[src/rtl/fetch_pc_unit_pkg.sv]
// fetch_pc_unit_pkg
//   Shared types and constants for the fetch front end: the fetch state
//   encoding, the reset PC default and the NOP instruction used on flush.
package fetch_pc_unit_pkg;

  localparam int XLEN = 32;

  localparam logic [XLEN-1:0] RESET_PC_DEFAULT  = 32'h0040_0000;
  localparam logic [XLEN-1:0] NOP_INSTR_DEFAULT = 32'h0000_0013;  // addi x0,x0,0

  typedef enum logic [1:0] {
    ST_BOOT = 2'd0,
    ST_RUN  = 2'd1,
    ST_TRAP = 2'd2
  } fetch_state_e;

  // Instructions are word aligned; any set bit in [1:0] is a bad target.
  function automatic logic word_aligned(input logic [1:0] lsb);
    return (lsb == 2'b00);
  endfunction

endpackage

[src/rtl/fetch_pc_unit_if.sv]
// fetch_pc_unit_if
//   Bundles the program-memory bus, the execute redirect request and the
//   IF->ID slot handshake of the fetch unit.
//   master : the fetch unit (drives address, slot outputs, status)
//   slave  : the environment (memory, execute, decode)
interface fetch_pc_unit_if #(
  parameter int DATA_WIDTH = 32
);

  logic [DATA_WIDTH-1:0] Mem_Address_o;
  logic [DATA_WIDTH-1:0] Mem_Instruction_i;
  logic                  Redirect_i;
  logic [DATA_WIDTH-1:0] Redirect_Target_i;
  logic                  ID_Ready_i;
  logic                  IF_Valid_o;
  logic [DATA_WIDTH-1:0] IF_PC_o;
  logic [DATA_WIDTH-1:0] IF_PC_Plus4_o;
  logic [DATA_WIDTH-1:0] IF_Instruction_o;
  logic                  Misaligned_o;
  logic [DATA_WIDTH-1:0] Fetch_Count_o;

  modport master (
    output Mem_Address_o,
    input  Mem_Instruction_i,
    input  Redirect_i,
    input  Redirect_Target_i,
    input  ID_Ready_i,
    output IF_Valid_o,
    output IF_PC_o,
    output IF_PC_Plus4_o,
    output IF_Instruction_o,
    output Misaligned_o,
    output Fetch_Count_o
  );

  modport slave (
    input  Mem_Address_o,
    output Mem_Instruction_i,
    output Redirect_i,
    output Redirect_Target_i,
    output ID_Ready_i,
    input  IF_Valid_o,
    input  IF_PC_o,
    input  IF_PC_Plus4_o,
    input  IF_Instruction_o,
    input  Misaligned_o,
    input  Fetch_Count_o
  );

endinterface

[src/rtl/fetch_pc_unit_if_id_slot.sv]
// fetch_pc_unit_if_id_slot
//   Valid/ready pipeline register between fetch and decode. Holds the PC,
//   PC+4 and the instruction of one fetched word.
//   clk, reset      : clock, async active-low reset
//   load_i          : capture pc_i/pc_plus4_i/instr_i and mark valid
//   flush_i         : invalidate and replace the instruction with NOP
//   valid_o, pc_o, pc_plus4_o, instr_o : slot contents
//   Neither load nor flush -> contents hold.
module fetch_pc_unit_if_id_slot #(
  parameter int                    DATA_WIDTH = 32,
  parameter logic [DATA_WIDTH-1:0] NOP_INSTR  = 32'h0000_0013
) (
  input  logic                  clk,
  input  logic                  reset,
  input  logic                  load_i,
  input  logic                  flush_i,
  input  logic [DATA_WIDTH-1:0] pc_i,
  input  logic [DATA_WIDTH-1:0] pc_plus4_i,
  input  logic [DATA_WIDTH-1:0] instr_i,
  output logic                  valid_o,
  output logic [DATA_WIDTH-1:0] pc_o,
  output logic [DATA_WIDTH-1:0] pc_plus4_o,
  output logic [DATA_WIDTH-1:0] instr_o
);

  logic                  valid_q, valid_d;
  logic [DATA_WIDTH-1:0] pc_q, pc_d;
  logic [DATA_WIDTH-1:0] pc_plus4_q, pc_plus4_d;
  logic [DATA_WIDTH-1:0] instr_q, instr_d;

  // Flush wins over load; PC fields are left untouched on flush since
  // they are meaningless while the slot is invalid.
  always_comb begin
    valid_d    = valid_q;
    pc_d       = pc_q;
    pc_plus4_d = pc_plus4_q;
    instr_d    = instr_q;
    if (flush_i) begin
      valid_d = 1'b0;
      instr_d = NOP_INSTR;
    end else if (load_i) begin
      valid_d    = 1'b1;
      pc_d       = pc_i;
      pc_plus4_d = pc_plus4_i;
      instr_d    = instr_i;
    end
  end

  always_ff @(posedge clk or negedge reset) begin
    if (!reset) begin
      valid_q    <= 1'b0;
      pc_q       <= '0;
      pc_plus4_q <= '0;
      instr_q    <= NOP_INSTR;
    end else begin
      valid_q    <= valid_d;
      pc_q       <= pc_d;
      pc_plus4_q <= pc_plus4_d;
      instr_q    <= instr_d;
    end
  end

  assign valid_o    = valid_q;
  assign pc_o       = pc_q;
  assign pc_plus4_o = pc_plus4_q;
  assign instr_o    = instr_q;

endmodule

[src/rtl/fetch_pc_unit.sv]
// fetch_pc_unit
//   Fetch front end: owns the PC, drives the program memory address and
//   loads the returned word into the IF->ID slot. Handles redirects from
//   execute (flush + new PC) and parks in TRAP on a misaligned target.
//   clk   : core clock
//   reset : async active-low reset
//   bus   : fetch_pc_unit_if.master (memory bus, redirect, slot handshake,
//           misaligned status, fetch counter)
//
//   state | meaning
//   ------+-------------------------------------------------------------
//   BOOT  | one bubble cycle after reset, no fetch
//   RUN   | fetch whenever the slot is free
//   TRAP  | misaligned redirect seen; fetch stopped until aligned redirect
module fetch_pc_unit
  import fetch_pc_unit_pkg::*;
#(
  parameter int                    DATA_WIDTH = XLEN,
  parameter logic [DATA_WIDTH-1:0] RESET_PC   = RESET_PC_DEFAULT,
  parameter logic [DATA_WIDTH-1:0] NOP_INSTR  = NOP_INSTR_DEFAULT
) (
  input  logic            clk,
  input  logic            reset,
  fetch_pc_unit_if.master bus
);

  localparam logic [DATA_WIDTH-1:0] PC_STEP   = DATA_WIDTH'(4);
  localparam logic [DATA_WIDTH-1:0] COUNT_ONE = DATA_WIDTH'(1);

  fetch_state_e          state_q, state_d;
  logic [DATA_WIDTH-1:0] pc_q, pc_d;
  logic [DATA_WIDTH-1:0] cnt_q, cnt_d;
  logic                  mis_q, mis_d;

  logic [DATA_WIDTH-1:0] pc_plus4;
  logic                  slot_valid;
  logic                  slot_free;
  logic                  slot_load;
  logic                  slot_flush;

  assign pc_plus4  = pc_q + PC_STEP;  // wraps silently at the top of memory
  assign slot_free = !slot_valid || bus.ID_Ready_i;

  always_comb begin
    state_d    = state_q;
    pc_d       = pc_q;
    cnt_d      = cnt_q;
    mis_d      = mis_q;
    slot_load  = 1'b0;
    slot_flush = 1'b0;
    // A redirect beats everything else, including the boot bubble and a
    // decode stall; the slot is flushed and nothing is fetched this cycle.
    if (bus.Redirect_i) begin
      slot_flush = 1'b1;
      pc_d       = bus.Redirect_Target_i;
      if (word_aligned(bus.Redirect_Target_i[1:0])) begin
        state_d = ST_RUN;
        mis_d   = 1'b0;
      end else begin
        state_d = ST_TRAP;
        mis_d   = 1'b1;
      end
    end else begin
      case (state_q)
        ST_BOOT: state_d = ST_RUN;
        ST_RUN: begin
          if (slot_free) begin
            slot_load = 1'b1;
            pc_d      = pc_plus4;
            cnt_d     = cnt_q + COUNT_ONE;
          end
        end
        ST_TRAP: state_d = ST_TRAP;
        default: state_d = ST_BOOT;
      endcase
    end
  end

  always_ff @(posedge clk or negedge reset) begin
    if (!reset) begin
      state_q <= ST_BOOT;
      pc_q    <= RESET_PC;
      cnt_q   <= '0;
      mis_q   <= 1'b0;
    end else begin
      state_q <= state_d;
      pc_q    <= pc_d;
      cnt_q   <= cnt_d;
      mis_q   <= mis_d;
    end
  end

  fetch_pc_unit_if_id_slot #(
    .DATA_WIDTH (DATA_WIDTH),
    .NOP_INSTR  (NOP_INSTR)
  ) u_slot (
    .clk        (clk),
    .reset      (reset),
    .load_i     (slot_load),
    .flush_i    (slot_flush),
    .pc_i       (pc_q),
    .pc_plus4_i (pc_plus4),
    .instr_i    (bus.Mem_Instruction_i),
    .valid_o    (slot_valid),
    .pc_o       (bus.IF_PC_o),
    .pc_plus4_o (bus.IF_PC_Plus4_o),
    .instr_o    (bus.IF_Instruction_o)
  );

  assign bus.Mem_Address_o = pc_q;
  assign bus.IF_Valid_o    = slot_valid;
  assign bus.Misaligned_o  = mis_q;
  assign bus.Fetch_Count_o = cnt_q;

endmodule

[src/flat_wrapper.sv]
// flat-port wrapper written by rule: the top's interface ports become plain ports
module fetch_pc_unit_flat import fetch_pc_unit_pkg::*;
#(
  parameter int                    DATA_WIDTH = XLEN,
  parameter logic [DATA_WIDTH-1:0] RESET_PC   = RESET_PC_DEFAULT,
  parameter logic [DATA_WIDTH-1:0] NOP_INSTR  = NOP_INSTR_DEFAULT
)
  (clk, reset, bus_Mem_Address_o, bus_Mem_Instruction_i, bus_Redirect_i, bus_Redirect_Target_i, bus_ID_Ready_i, bus_IF_Valid_o, bus_IF_PC_o, bus_IF_PC_Plus4_o, bus_IF_Instruction_o, bus_Misaligned_o, bus_Fetch_Count_o);
  fetch_pc_unit_if #(.DATA_WIDTH(DATA_WIDTH)) bus_i ();
  input  logic clk;
  input  logic reset;
  output wire logic [$bits(bus_i.Mem_Address_o)-1:0] bus_Mem_Address_o;
  input wire logic [$bits(bus_i.Mem_Instruction_i)-1:0] bus_Mem_Instruction_i;
  input wire logic [$bits(bus_i.Redirect_i)-1:0] bus_Redirect_i;
  input wire logic [$bits(bus_i.Redirect_Target_i)-1:0] bus_Redirect_Target_i;
  input wire logic [$bits(bus_i.ID_Ready_i)-1:0] bus_ID_Ready_i;
  output wire logic [$bits(bus_i.IF_Valid_o)-1:0] bus_IF_Valid_o;
  output wire logic [$bits(bus_i.IF_PC_o)-1:0] bus_IF_PC_o;
  output wire logic [$bits(bus_i.IF_PC_Plus4_o)-1:0] bus_IF_PC_Plus4_o;
  output wire logic [$bits(bus_i.IF_Instruction_o)-1:0] bus_IF_Instruction_o;
  output wire logic [$bits(bus_i.Misaligned_o)-1:0] bus_Misaligned_o;
  output wire logic [$bits(bus_i.Fetch_Count_o)-1:0] bus_Fetch_Count_o;
  assign bus_Mem_Address_o = bus_i.Mem_Address_o;
  assign bus_i.Mem_Instruction_i = bus_Mem_Instruction_i;
  assign bus_i.Redirect_i = bus_Redirect_i;
  assign bus_i.Redirect_Target_i = bus_Redirect_Target_i;
  assign bus_i.ID_Ready_i = bus_ID_Ready_i;
  assign bus_IF_Valid_o = bus_i.IF_Valid_o;
  assign bus_IF_PC_o = bus_i.IF_PC_o;
  assign bus_IF_PC_Plus4_o = bus_i.IF_PC_Plus4_o;
  assign bus_IF_Instruction_o = bus_i.IF_Instruction_o;
  assign bus_Misaligned_o = bus_i.Misaligned_o;
  assign bus_Fetch_Count_o = bus_i.Fetch_Count_o;
  fetch_pc_unit #(.DATA_WIDTH(DATA_WIDTH), .RESET_PC(RESET_PC), .NOP_INSTR(NOP_INSTR)) u_core (.clk(clk), .reset(reset), .bus(bus_i));
endmodule
[config.mk]
export PLATFORM = sky130hd
export DESIGN_NAME = fetch_pc_unit_flat
export DESIGN_NICKNAME = d
export VERILOG_FILES = /design/src/rtl/fetch_pc_unit_pkg.sv /design/src/rtl/fetch_pc_unit_if.sv /design/src/rtl/fetch_pc_unit_if_id_slot.sv /design/src/rtl/fetch_pc_unit.sv /design/src/flat_wrapper.sv
export SDC_FILE = /design/constraint.sdc
export NUM_CORES = 1
export LEC_CHECK = 0
export BUFFER_PORTS_ARGS = -buffer_cell sky130_fd_sc_hd__buf_2
export CAP_MARGIN = 20
export CORE_AREA = 2 2 118 120
export CTS_BUF_LIST = sky130_fd_sc_hd__clkbuf_4
export DETAILED_ROUTE_END_ITERATION = 16
export DIE_AREA = 0 0 120 122
export PLACE_DENSITY = 0.86
export SLEW_MARGIN = 40
export SYNTH_ARGS = -nofsm -noshare
export SYNTH_HDL_FRONTEND = slang
export SYNTH_SLANG_ARGS = --single-unit
[constraint.sdc]
create_clock -name clk -period 3.16 [get_ports clk]
set_clock_uncertainty 0.1 [all_clocks]
set_input_delay 0.316 -clock clk [delete_from_list [all_inputs] [get_ports clk]]
set_output_delay 0.316 -clock clk [all_outputs]
set_load 0.03 [all_outputs]
### Word level (Yosys, flattened, before mapping)

Cells that the tools add are included.

* register bits after elaboration: 164
* bits of input ports: 68
* output and inout bits: 162
* logic and storage cells: 40

* add/subtract/negate cells: 2
* equality and inequality tests: 3
* multiplexer cells: 15
* bitwise gates (word level): 2
* reduce and logical (&&, ||, !) cells: 10

Operators by type and width (number)
* two-way mux 32 bit: 5
* adder 32 x 1 -> 32 bit (second input constant): 1
* adder 32 x 3 -> 32 bit (second input constant): 1
* two-way mux 1 bit: 7
* one-hot mux 2 bit (3 select lines): 1
* nonzero test 2 bit: 3
* zero test 2 bit: 2
* two-way mux 2 bit: 2
* AND reduction 2 bit: 2
* AND reduction 3 bit: 1
* == test 2 x 1 -> 1 bit (second input constant): 1
* == test 2 bit (second input constant): 1
* inequality test 2 bit (second input constant): 1
* inverter 1 bit: 2
* zero test 1 bit: 1
* logical OR 1 bit: 1

### Logic depth before layout (Yosys ltp)

* word-level depth: 7
* gate-level depth with buffers: 7
* gate-level depth less buffers: 6

### Hierarchy

Synthesis repeated with hierarchy kept, for this count alone.

* cell total of the unflattened synthesis: 652
* area, all modules: 7911.3 um^2

Modules (own cells, without submodules)
* fetch_pc_unit_if_id_slot: times used 1, cells each 243, area each 4020.1 um^2, sequential area each 2431.1 um^2
* fetch_pc_unit: times used 1, cells each 409, area each 3891.2 um^2, sequential area each 1677.9 um^2

### Worst setup path before layout

OpenSTA, ideal clock, no wires.

* kind: reg-to-reg
* from: register u_core.pc_q[5] (netlist: u_core.bus.Mem_Address_o[5])
* to: register u_core.u_slot.pc_plus4_q[31] (netlist: u_core.u_slot.pc_plus4_o[31])
* library setup time: 0.127 ns
* arrival: 1.905 ns
* data required time: 2.933 ns
* setup slack: 1.027 ns
* stages on the path, launching flop included: 7
* path buffers: 1
* cells stage by stage: dfrtp_1 -> buf_2 -> nand4_4 -> or4_4 -> nor4b_4 -> xnor2_1 -> o21ai_2

* longest elaborated chain between the ends: 1

RTL lines
* start: declaration: line fetch_pc_unit.sv:31 `logic [DATA_WIDTH-1:0] pc_q, pc_d;`
* start signal: assignment: line fetch_pc_unit.sv:87 `pc_q <= pc_d;`
* adder 32 x 3 -> 32 bit: line fetch_pc_unit.sv:41 `assign pc_plus4 = pc_q + PC_STEP;`
* end signal: assignment: line fetch_pc_unit_if_id_slot.sv:58 `pc_plus4_q <= pc_plus4_d;`
* end: declaration: line fetch_pc_unit_if_id_slot.sv:28 `logic [DATA_WIDTH-1:0] pc_plus4_q, pc_plus4_d;`

Every way passes these cells.
A chain may end at the register's enable or synchronous reset.

### Worst setup path after layout

* from: register u_core.pc_q[2] (netlist: u_core.bus.Mem_Address_o[2])
* to: register u_core.pc_q[8] (netlist: u_core.bus.Mem_Address_o[8])

* longest elaborated chain between the ends: 4

RTL lines
* adder 32 x 3 -> 32 bit: line fetch_pc_unit.sv:41
* two-way mux 32 bit: line fetch_pc_unit.sv:67 `if (slot_free) begin`
* two-way mux 32 bit: line fetch_pc_unit.sv:64 `case (state_q)`
* two-way mux 32 bit: line fetch_pc_unit.sv:53 `if (bus.Redirect_i) begin`

Every way passes these cells. The select of a mux whose other input is x is not followed.

==> results by stage <==
Run status:
- The flow ran to the end, and the final reports show no timing, DRC or antenna violations.

Critical path:
- Along the worst path, the maximum fanout reaches 10.
- The delay contributed by the slowest stage of the critical path is between 600 and 700 ps.
- The register-to-register setup slack is about 710 ps.
- The critical setup path kind is flip-flop to flip-flop.
- The arrival time reported for the critical path endpoint is 2760 ps.
- STA classifies the critical path startpoint as a flip-flop.
- The worst path required time is 3480 ps.
- The master of the slowest instance on the critical path is sky130_fd_sc_hd__nor3_2.
- The signal on the critical path passes through ha_1 > nand3_1 > nor3_2 > and3_1 > xnor2_1 > o21ai_0.
- The kind of cell with the highest combined delay along the critical path is simple AND/OR/NAND/NOR gates.
- STA classifies the critical path endpoint as a flip-flop.
- The number of buffers and inverters on the critical path is 0.

Clock network:
- Once the clock tree was built, the resizer swapped 0 gates to a different size.
- For this design, the sink count on the clock tree is between 150 and 200.
- In this run the clock root is driven by a sky130_fd_sc_hd__clkbuf_4.
- TritonCTS created 17 clock buffers.
- The post-CTS setup repair buffer count is 0.
- CTS built an H-tree with a depth of 4.
- After clock tree synthesis, the clock-pin slew on the worst setup and hold paths is between 100 and 150 ps.
- TritonCTS built the clock tree.
- The clock passes through at most 2 buffers.
- The clock latency of the later-clocked register in the worst-skew pair is between 500 and 600 ps.

Timing:
- For the pin with the worst max-slew slack, the measured transition is ~750 ps.
- The worst relative slew slack is 50.0%.
- Hold timing on the final database bottoms out at a slack of approximately 76 ps.
- The setup TNS is 0 ps.
- The clock period minus worst slack is 2450 ps.
- Setup repair after global routing left no endpoint under its margin.
- The final-report max-slew violation count is 0.
- In the finished design, the share of the clock period the worst path needs comes to between 70 and 80%.
- The peak clock frequency supported by timing is ~410 MHz.
- The total setup violations reported at the end of the flow is 0.
- The number of hold-slack violations in the final timing report is 0.

Placed design:
- Summed over all nets, the half-perimeter wirelength after detailed placement is roughly 13,000 um.
- The instance area at placement is ~0.009 sq mm.
- Port buffering added approximately 230 buffers.
- Counting tap cells, the placed design contains a total of between 1,000 and 1,500 instances.
- At the end of routability-driven placement, the weighted congestion stood at roughly 0.85.

Finish:
- The layout overhead on the synthesized area is 30.5%.
- Of the cells placed in the final design, the portion with a size suffix greater than 1 is ~28%.
- The top cell types in the final layout, fill and taps aside, are sky130_fd_sc_hd__nand2_1 (231), sky130_fd_sc_hd__buf_2 (228), sky130_fd_sc_hd__dfrtp_1 (158).
- The final non-filler cell total is roughly 1,300.
- The number of nets in the final layout is 1,135.
- The most common cell after layout, fill and taps aside is sky130_fd_sc_hd__nand2_1.
- After routing the design area is between 0.009 and 0.01 sq mm.

Global route:
- The number of antenna violations at the first check in global routing is 1.
- The fraction of met3 tracks used by global routing is 6.04%.
- The largest net degree at the start of global routing is 66.
- The layer flagged by global routing as most heavily used is met2.
- The first global-routing pass estimated roughly 33,000 um of wire.
- The global route total overflow is 0.
- The met2 usage in global routing is 48.3%.
- The all-layer global routing usage is between 20% and 30%.
- In the global route stage, met1 resource usage came out at 38.0%.
- The via count of the first global-routing pass is between 6,000 and 7,000.

Floorplanning:
- The boundary pin count is 230.
- From left edge to right edge, the die measures ~120 um.
- The effective utilization at floorplan is 55.2%.
- The core region is between 0.01 and 0.015 sq mm.
- The floorplan has 43 rows.
- The die is approximately 120 um tall.
- The area of the die is 0.0146 sq mm.

Synthesis:
- The number of unique standard cell types used by synthesis is 48.
- The multiplexer fraction of the synthesized cell area is less than 1%.
- The synthesized netlist devotes roughly 7.2% of its cell area to compound gates.
- The post-synthesis share of cell area spent on full adders, half adders and majority gates is 0.336%.
- The Yosys step of the flow raised 0 warnings.
- In this run the cell area of the synthesized design comes to ~0.0075 sq mm.
- Summing the areas of all xor and xnor instances in the mapped netlist gives a little under a tenth of the synthesized area.
- The synthesized netlist devotes about 25% of its cell area to simple gates.
- Counting every net in the synthesized netlist gives roughly 860.
- The share of synthesized area occupied by flip-flops and latches is between 50% and 60%.
- The per-instance average area after synthesis is 9.48 sq um.
- Synthesis handed over a netlist of 787 instances.
- The synthesized design contains 162 register bits.
- By area, the combinational part of the netlist is dominated by simple AND/OR/NAND/NOR gates.

Routing:
- The detailed-route vias per instance is approximately 5.4.
- Summing over every cut layer, the via total after detailed routing is between 6,000 and 7,000.
- The routed design has between 20,000 and 25,000 um of wire.
- The detail route stage leaves a number of antenna-violating nets equal to 0.
- The first-pass detailed-route iteration total is 5.
- In the routed design, unresolved DRC markers number 0.
- For this block, the initial DRC count from the detailed router was between 500 and 600.
- The average wire per cell in the routed design is 16.7 um.

Worst hold path:
- The classification of the worst-slack hold path is input pin to flip-flop.

Power:
- IR analysis of the VDD net gives a maximum drop of between 0.3 and 0.4 mV.
- The leakage dissipation is around 0.0047 uW.
- For this design the ratio of total power to cell area is roughly 580 mW/mm^2.

Run:
- The tool flagged a number of max-cap violations equal to 0.
-- worst paths after layout --
| check | end | start | cells past startpoint |
|---|---|---|---|
| max | u_core.bus.Mem_Address_o[8] | u_core.bus.Mem_Address_o[2] | 6 |
| max reg2reg | u_core.bus.Mem_Address_o[8] | u_core.bus.Mem_Address_o[2] | 6 |
| min in group asynchronous | u_core.u_slot.pc_o[5] | reset | 2 |
| min reg2reg | u_core.u_slot.pc_plus4_o[3] | u_core.u_slot.pc_plus4_o[3] | 2 |
| max in group asynchronous | u_core.u_slot.instr_o[1] | reset | 3 |
| min | u_core.bus.Mem_Address_o[31] | bus_Redirect_i | 3 |
-- layer usage --
| layer | vias to the layer above | wire, um |
|---|---|---|
| li1 | 3181 | - |
| met1 | 3287 | 8690 |
| met2 | 304 | 10400 |
| met3 | 49 | 1330 |
| met4 | 0 | 552 |
| met5 | - | 0 |
-- flip-flops by register name, indices dropped and copies added, names as in the netlist --
| register | count |
|---|---|
| u_core.u_slot.instr_o | 32 |
| u_core.bus.Fetch_Count_o | 32 |
| u_core.u_slot.pc_o | 32 |
| u_core.state_q | 2 |
| u_core.bus.Mem_Address_o | 32 |
| u_core.u_slot.valid_o | 1 |
| u_core.bus.Misaligned_o | 1 |
| u_core.u_slot.pc_plus4_o | 30 |
-- layout make-up --
cell class,instances,area [sq um]
Sequential cell,162,4060
Fill cell,956,3770
Multi-Input combinational cell,567,3160
Timing Repair Buffer,308,1950
Tap cell,180,225
Clock inverter,14,164
Clock buffer,18,135
Inverter,9,33.8
Antenna cell,1,2.50
-- per-stage QoR --
step	utilization (%)	total power, uW	setup slack (ps)
after floorplan	-	3750	1030
after global placement	64.6	4290	857
after detailed placement	64.8	4330	770
after CTS	72.0	5670	747
after global routing	72.1	5930	530
final	72.1	5670	714
-- worst register-to-register path: stages (launching register included) --
cell and delay (ps):
sky130_fd_sc_hd__dfrtp_1 560, sky130_fd_sc_hd__ha_1 280, sky130_fd_sc_hd__nand3_1 210, sky130_fd_sc_hd__nor3_2 630
sky130_fd_sc_hd__and3_1 290, sky130_fd_sc_hd__xnor2_1 140, sky130_fd_sc_hd__o21ai_0 100
-- power by group --
group	switching, uW	leakage [uW]	internal, uW	total (uW)
clock network	731	0.000153	553	1280
logic	1200	0.00249	515	1710
registers	280	0.00207	2390	2670
-- synth_stat cells, drive strengths merged --
master / instances / area, sq um
a31oi: 8 / 50.1
nor2: 26 / 100
or2: 1 / 6.26
mux2: 2 / 22.5
xnor2: 51 / 447
nor4b: 1 / 23.8
nor3: 17 / 126
nand4: 31 / 236
o21ai: 65 / 329
nor2b: 3 / 26.3
nand2: 232 / 878
nand2b: 2 / 12.5
dfstp: 4 / 105
dfrtp: 158 / 3950
nor3b: 2 / 15.0
buf: 20 / 116
mux2i: 1 / 10.0
or3: 7 / 43.8
nor4: 7 / 77.6
o2bb2ai: 1 / 8.76
or4: 2 / 22.5
clkbuf: 29 / 109
ha: 2 / 25.0
o21a: 1 / 7.51
inv: 9 / 33.8
nand3: 34 / 180
and3: 8 / 50.1
a21oi: 29 / 145
xor2: 29 / 254
and2: 1 / 6.26
and4: 4 / 36.3
-- kinds of logic (layout without fill, tap and decap cells) --
logic type,Yosys count,count (layout)
fa+ha+maj,2,2
mux,3,3
simple gates,378,378
xor+xnor,80,80
other cells,0,1
buf+inv,58,349
flops,162,162
compound gates,104,104
-- what timing repair did --
action | in CTS | in global routing
endpoints found under the setup margin | 0 | 0
hold endpoints to repair | 122 | 0
hold buffers | 68 | 0
Power figures use the tool's default switching activity.
